### src/rtl/pipe_rca_pkg.sv
// Shared defaults, stage control flags and configuration check for pipe_rca_adder.
package pipe_rca_pkg;

    localparam int unsigned DEFAULT_WIDTH  = 16;
    localparam int unsigned DEFAULT_STAGES = 4;

    // Control half of a stage register; the partial sum and the remaining operand
    // bits shrink/grow per stage, so their widths are declared where the stage is built.
    typedef struct packed {
        logic valid;
        logic carry;
    } stage_ctl_t;

    function automatic bit cfg_ok(int unsigned width, int unsigned stages);
        return (stages != 0) && (stages <= width) && ((width % stages) == 0);
    endfunction

endpackage

### src/rtl/rca_slice.sv
// Combinational SLICE-bit ripple of full-adder cells; also exposes the carry into its MSB.
module rca_slice #(
    parameter int unsigned SLICE = 4
) (
    input  logic [SLICE-1:0] a,
    input  logic [SLICE-1:0] b,
    input  logic             ci,
    output logic [SLICE-1:0] s,
    output logic             co,
    output logic             cmsb
);

    logic [SLICE:0] c;

    always_comb begin
        c    = '0;
        s    = '0;
        c[0] = ci;
        for (int i = 0; i < int'(SLICE); i++) begin
            s[i]   = a[i] ^ b[i] ^ c[i];
            c[i+1] = (a[i] & b[i]) | (c[i] & (a[i] ^ b[i]));
        end
    end

    assign co   = c[SLICE];
    assign cmsb = c[SLICE-1];

endmodule

### src/rtl/pipe_rca_adder.sv
// Pipelined ripple-carry adder, one SLICE-bit slice per stage, valid/ready on both sides.
// Define PIPE_RCA_OVF_EN to add the registered signed-overflow output ovf.
module pipe_rca_adder
    import pipe_rca_pkg::*;
#(
    parameter int unsigned WIDTH  = DEFAULT_WIDTH,
    parameter int unsigned STAGES = DEFAULT_STAGES
) (
    input  logic             clk,
    input  logic             rst,
    input  logic             in_valid,
    output logic             in_ready,
    input  logic [WIDTH-1:0] a,
    input  logic [WIDTH-1:0] b,
    input  logic             cin,
    output logic             out_valid,
    input  logic             out_ready,
    output logic [WIDTH-1:0] sum,
    output logic             cout
`ifdef PIPE_RCA_OVF_EN
    ,
    output logic             ovf
`endif
);

    localparam int unsigned SLICE = WIDTH / STAGES;

    if (!cfg_ok(WIDTH, STAGES)) begin : g_cfg_err
        $error("pipe_rca_adder: WIDTH must be a non-zero multiple of STAGES");
    end

    logic [STAGES-1:0] v;
    logic [STAGES-1:0] ready;

    // A stage may load if it is empty or everything downstream of it can move.
    always_comb begin
        logic r;
        r     = out_ready;
        ready = '0;
        for (int k = int'(STAGES) - 1; k >= 0; k--) begin
            r        = r || !v[k];
            ready[k] = r;
        end
    end

    assign in_ready = ready[0];

    for (genvar k = 0; k < STAGES; k++) begin : g_stage
        localparam int unsigned LO  = k * SLICE;
        localparam int unsigned REM = WIDTH - LO;

        logic                v_in;
        logic                c_in;
        logic [REM-1:0]      a_in;
        logic [REM-1:0]      b_in;
        logic [SLICE-1:0]    s;
        logic                co;
        logic                cmsb;
        logic [LO+SLICE-1:0] sum_d;
        stage_ctl_t          ctl_q;
        logic [LO+SLICE-1:0] sum_q;
        logic                unused_cmsb;

        assign unused_cmsb = cmsb;

        if (k == 0) begin : g_head
            assign v_in  = in_valid;
            assign c_in  = cin;
            assign a_in  = a;
            assign b_in  = b;
            assign sum_d = s;
        end else begin : g_body
            assign v_in  = g_stage[k-1].ctl_q.valid;
            assign c_in  = g_stage[k-1].ctl_q.carry;
            assign a_in  = g_stage[k-1].g_fwd.a_q;
            assign b_in  = g_stage[k-1].g_fwd.b_q;
            assign sum_d = {s, g_stage[k-1].sum_q};
        end

        rca_slice #(
            .SLICE(SLICE)
        ) u_slice (
            .a   (a_in[SLICE-1:0]),
            .b   (b_in[SLICE-1:0]),
            .ci  (c_in),
            .s   (s),
            .co  (co),
            .cmsb(cmsb)
        );

        always_ff @(posedge clk or posedge rst) begin
            if (rst) begin
                ctl_q <= '0;
                sum_q <= '0;
            end else if (ready[k]) begin
                ctl_q.valid <= v_in;
                if (v_in) begin
                    ctl_q.carry <= co;
                    sum_q       <= sum_d;
                end
            end
        end

        assign v[k] = ctl_q.valid;

        if (k < STAGES - 1) begin : g_fwd
            logic [REM-SLICE-1:0] a_q;
            logic [REM-SLICE-1:0] b_q;

            always_ff @(posedge clk or posedge rst) begin
                if (rst) begin
                    a_q <= '0;
                    b_q <= '0;
                end else if (ready[k] && v_in) begin
                    a_q <= a_in[REM-1:SLICE];
                    b_q <= b_in[REM-1:SLICE];
                end
            end
        end else begin : g_tail
            assign out_valid = ctl_q.valid;
            assign sum       = sum_q;
            assign cout      = ctl_q.carry;
`ifdef PIPE_RCA_OVF_EN
            logic ovf_q;

            always_ff @(posedge clk or posedge rst) begin
                if (rst) begin
                    ovf_q <= 1'b0;
                end else if (ready[k] && v_in) begin
                    ovf_q <= cmsb ^ co;
                end
            end

            assign ovf = ovf_q;
`endif
        end
    end

endmodule
### config.mk
export PLATFORM = sky130hd
export DESIGN_NAME = pipe_rca_adder
export DESIGN_NICKNAME = d
export VERILOG_FILES = /design/src/rtl/pipe_rca_pkg.sv /design/src/rtl/rca_slice.sv /design/src/rtl/pipe_rca_adder.sv
export SDC_FILE = /design/constraint.sdc
export NUM_CORES = 1
export LEC_CHECK = 0
export CAP_MARGIN = 20
export CORE_AREA = 5 5 93 95
export CTS_CLUSTER_DIAMETER = 150
export CTS_CLUSTER_SIZE = 24
export DETAILED_ROUTE_END_ITERATION = 7
export DIE_AREA = 0 0 98 100
export GPL_TIMING_DRIVEN = 0
export PLACE_DENSITY = 0.85
export SYNTH_ARGS = -nofsm -noshare
export SYNTH_HDL_FRONTEND = slang
export SYNTH_SLANG_ARGS = --single-unit
### constraint.sdc
create_clock -name clk -period 5.1 [get_ports clk]
set_clock_uncertainty 0.2 [all_clocks]
set_input_delay 1.02 -clock clk [delete_from_list [all_inputs] [get_ports clk]]
set_output_delay 1.02 -clock clk [all_outputs]
set_load 0.02 [all_outputs]
==> results of run 1 <==
[layer usage]
layer | up-vias | global-route usage (%) | share of wire [%]
met5 | - | 0 | 0
met4 | 0 | 7.35 | 2.0
met3 | 11 | 2.29 | 2.9
met2 | 46 | 28.0 | 52
met1 | 1179 | 21.0 | 43
li1 | 1068 | - | -
[logic make-up after synthesis]
| group | synth area share [%] |
|---|---|
| AND/OR/NAND/NOR | 3.56 |
| flip-flops | 57.5 |
| adder cells (fa/ha/maj) | 7.67 |
| multiplexers | 21.9 |
| buffers and inverters | 5.72 |
| AO/OA/AOI/OAI | 3.63 |
[registers in the layout, indices dropped and copies added, names as in the netlist]
name / cells
sum: 16
g_stage.g_fwd.a_q: 24
g_stage.g_fwd.b_q: 24
out_valid: 1
g_stage.c_in: 3
cout: 1
g_stage.v_in: 3
g_stage.sum_q: 24
[path summary, 6_finish.rpt]
kind	slack, ns	to	from
max	1.23	in_ready	out_ready
min	0.31	g_stage[2].sum_q[3]	g_stage[1].sum_q[3]
max reg2reg	2.69	g_stage[1].sum_q[7]	g_stage[0].g_fwd.a_q[0]
min reg2reg	0.31	g_stage[2].sum_q[3]	g_stage[1].sum_q[3]
max in group asynchronous	3.28	g_stage[0].g_fwd.b_q[8]	rst
min in group asynchronous	0.77	sum[0]	rst
[placed cells by master, fill, tap and decap left out, types with 3 or more instances in the layout]
cell and count:
clkbuf_8 9, mux2i_1 4, bufinv_16 3, a21oi_1 8, clkdlybuf4s50_1 55, nand2b_1 4
fa_1 16, inv_1 32, buf_4 4, dfrtp_1 96, mux2_4 23, nand2_1 4
nand3_1 8, o21ai_0 18, mux2_2 47, buf_6 5
[through the flow]
stage	worst slack (ns)	hold WS [ns]	util, %
detailed placement	1.25	0.292	63.9
global placement	0.152	0.286	63.5
CTS	1.23	0.311	67.0
global route	1.18	0.316	67.0
finish	1.23	0.305	67.0
floorplan	1.37	0.263	-
[area by class of cell]
| class | instances | share of cell area, % |
|---|---|---|
| tap | 102 | 2.49 |
| clock buffer | 9 | 2.42 |
| buffer | 11 | 2.17 |
| inverter | 34 | 2.54 |
| timing repair buffer | 56 | 11.3 |
| clock inverter | 7 | 2.32 |
| multi-input combinational | 141 | 29.9 |
| sequential | 96 | 46.9 |
[report_power, final]
part           switching (mW)  leakage [nW]  internal [mW]
Clock                   0.258         0.116          0.326
Combinational           0.363          1.09          0.460
Sequential              0.146          1.12           1.01
[worst max-delay path, delay by kind of cell]
kind                   cells  cell delay [ns]
buffers and inverters      3             1.31
and+or+nand+nor            2             0.33
==> run metrics, run 1 <==
outcome=finished clean; CTS tree=built; CP Max Fanout=7; total routed wirelength=7300 um; Seq/Total Area, Yosys=57.5%; Finished Cell Area=5130 sq um; Post-CTS Setup Inserts=0; most frequent cell after synthesis=dfrtp_1; crit start category=input pin; Clock Sinks=96; Max Slew Vio Count=0; Layout Cells excl Fill=456; post-synth top area cell=dfrtp_1; Final period util=76.0%; DRC violations left=0; DIE AREA=9800 sq um; largest net degree at the start of global routing=76; Resized Gates After CTS=0; fmax=0.258 GHz; Peak VDD IR=0.234 mV; initial antenna violation count=0; mapped cell area=4180 sq um; DP Area=4880 sq um; library cells used by synthesis=24; Slew HR=76.6%; async set or reset register ratio after synthesis=100%; crit path kind=input pin to output port; Avg WL per Cell=16.0 um; RSZ-0062 raised after global routing=false; number of port buffers=55; Filler cells=534; final net count=402; Setup TNS=0 ns; Max-cap violations=0; slowest cell on the critical path=clkdlybuf4s50_1; Worst Tran Pin Value=0.351 ns; core area=7650 sq um; ys flop type=dfrtp_1; ANT cells=0; Max clock buf depth=2; critical path arrival=2.65 ns; Worst EP required=3.88 ns; clock root cell=clkbuf_8; vias=2304; Rows=32; vias in the first global route=2557; DR vias/cell=5.05; minimum clock period=3.87 ns; Synth Area per Inst=14.8 sq um; Multi-input gate area=1540 sq um; P_leak=2.33 nW; power per cell area=501 nW/um^2; Die X=98 um; R2R depth=8; number of DRC markers in iteration 0=119; H-tree Lvls=3; synth top area cells=dfrtp_1, mux2_2, mux2_4, fa_1, inv_1; CP endpoint kind=output port; Fin. Hold Viols=0; Synth top area share=57.5%; Top Ports=56; CP Cell Sequence=clkdlybuf4s50_1 > and4b_1 > buf_4 > nand2_1 > clkdlybuf4s50_1; Hold Path Depth=1; Syn Nets=335; Final GP Congestion=0.791; Routed Antenna Nets=0; global-route wire length before repair=12600 um; hold crit path type=register to register; layout cells sized above 1=29.7%; synthesis-stage register bit count=96; final setup vio count=0; cell count after synthesis=282; Post-Place Cells=440; Post-DP HPWL=5400 um; cts hold-fix bufs=0; Overall Global Routing Usage=16.4%; Die Y=100 um; gr ovfl total=0; Synth warnings=0; EDFF count, synth=0; total power=2.57 mW; Initial Util=54.6%; slowest cell delay on critical path=0.61 ns; clk_lat worst skew=0.35 ns; Reg area=2400 sq um; Worst-path clk slew=0.09 ns; P&R area growth vs syn=22.8%; cell mode on critical path=clkdlybuf4s50_1; Post-synth top cells=dfrtp_1, mux2_2, inv_1; drt pass-1 iters=4; TritonCTS Buffers=9
(Power assumes the default switching activity.)
==> inputs of run 2 (changes only) <==
--- a/config.mk
+++ b/config.mk
@@ -6,13 +6,13 @@
 export NUM_CORES = 1
 export LEC_CHECK = 0
 export CAP_MARGIN = 20
-export CORE_AREA = 5 5 93 95
+export CORE_AREA = 5 5 99 101
 export CTS_CLUSTER_DIAMETER = 150
 export CTS_CLUSTER_SIZE = 24
 export DETAILED_ROUTE_END_ITERATION = 7
-export DIE_AREA = 0 0 98 100
+export DIE_AREA = 0 0 104 106
 export GPL_TIMING_DRIVEN = 0
-export PLACE_DENSITY = 0.85
+export PLACE_DENSITY = 0.8
 export SYNTH_ARGS = -nofsm -noshare
 export SYNTH_HDL_FRONTEND = slang
 export SYNTH_SLANG_ARGS = --single-unit
==> constraint.sdc (replaced) <==
create_clock -name clk -period 3.3 [get_ports clk]
set_clock_uncertainty 0.2 [all_clocks]
set_input_delay 0.66 -clock clk [delete_from_list [all_inputs] [get_ports clk]]
set_output_delay 0.66 -clock clk [all_outputs]
set_load 0.02 [all_outputs]
==> run metrics, run 2 (synthesis gave the netlist of run 1 again) <==
outcome=finished clean; commonest non-fill, non-tap cell in the layout=dfrtp_1; Worst Tran Pin Value=0.467 ns; R2R depth=8; most frequent cells in the layout=dfrtp_1, clkdlybuf4s50_1, mux2_2; Clock Sinks=96; Filler cells=717; Routed Antenna Nets=0; clk_lat worst skew=0.36 ns; CP Max Fanout=7; Slew HR=68.8%; Overall Global Routing Usage=14.2%; CTS tree=built; vias in the first global route=2500; ANT cells=0; wl on met1=3150 um; Max Slew Vio Count=0; CP endpoint kind=output port; number of port buffers=55; Initial Util=46.8%; core area=8930 sq um; Die X=104 um; TritonCTS Buffers=9; layout cells sized above 1=29.6%; final net count=403; Hold Path Depth=1; Resized Gates After CTS=0; Avg WL per Cell=15.7 um; met2 WL=3740 um; Rows=35; largest net degree at the start of global routing=43; Reg area=2400 sq um; Max-cap violations=0; Setup TNS=0 ns; DR vias/cell=4.95; crit start category=input pin; vias=2306; Hold Startpoint=g_stage[0].sum_q[2]; drt pass-1 iters=4; critical path arrival=2.28 ns; Peak VDD IR=0.269 mV; WHS Endpoint=g_stage[1].sum_q[2]; initial antenna violation count=0; P&R area growth vs syn=22.0%; global-route wire length before repair=12300 um; Max clock buf depth=2; Final GP Congestion=0.789; number of DRC markers in iteration 0=83; Fin. Hold Viols=0; H-tree Lvls=3; DIE AREA=11000 sq um; largest registers=g_stage.g_fwd.a_q: 24 flops, g_stage.g_fwd.b_q: 24 flops, g_stage.sum_q: 24 flops; Top Metal Used=met4; Worst EP required=2.44 ns; Final period util=95.1%; crit path kind=input pin to output port; final setup vio count=0; Post-DP HPWL=5500 um; power per cell area=746 nW/um^2; cts hold-fix bufs=0; DRC violations left=0; final core utilization=57.1%; Post-CTS Setup Inserts=0; RR Startpoint=g_stage[2].g_fwd.a_q[0]; met3 WL post-DR=225 um; reg-to-reg setup timing slack=0.84 ns; RSZ-0062 raised after global routing=false; Multi-input gate area=1540 sq um; fmax=0.319 GHz; clock root cell=clkbuf_8; Worst-path clk slew=0.09 ns; Die Y=106 um; worst hold slack=0.308 ns; hold crit path type=register to register; Worst R2R End=sum[15]; gr ovfl total=0; total power=3.80 mW; Top Ports=56; minimum clock period=3.14 ns; total routed wirelength=7330 um; P_leak=2.30 nW
run 2: final cells by class:
cell class | count | area share [%]
clock inverter | 6 | 1.18
timing repair buffer | 57 | 11.6
multi-input combinational | 141 | 30.1
buffer | 11 | 2.18
inverter | 34 | 2.58
sequential | 96 | 47.1
clock buffer | 10 | 2.50
tap | 111 | 2.72
run 2: through the flow:
step	instance area [sq um]	std cells	setup slack (ns)
after floorplan	4180	282	0.794
after global placement	4870	448	0.171
after CTS	5100	466	0.154
after detailed placement	4910	450	0.174
final	5100	466	0.161
after global routing	5100	466	0.120
run 2: power by group:
group          total [mW]  internal, mW  switching [mW]
combinational        1.27         0.711           0.558
sequential           1.79          1.57           0.222
clock               0.741         0.347           0.394
total                3.80          2.63            1.17
run 2: per-layer routing:
metal	GRT usage, %	up-vias
met2	23.5	44
met4	7.59	0
li1	-	1078
met3	2.13	13
met1	18.3	1171
met5	0	-
run 2: worst max-delay path by stage:
stage,end,slack [ns],start,cells after the start
after floorplan,g_stage[0].sum_q[3],0.79,a[0],8
after global placement,in_ready,0.17,out_ready,5
after detailed placement,in_ready,0.17,out_ready,5
after CTS,in_ready,0.15,out_ready,5
after global routing,in_ready,0.12,out_ready,5
final,in_ready,0.16,out_ready,5
run 2: critical path, cell delays in order:
cell and delay (ns):
clkdlybuf4s50_1 0.53, and4b_1 0.22, buf_4 0.17, nand2_1 0.10, clkdlybuf4s50_1 0.61
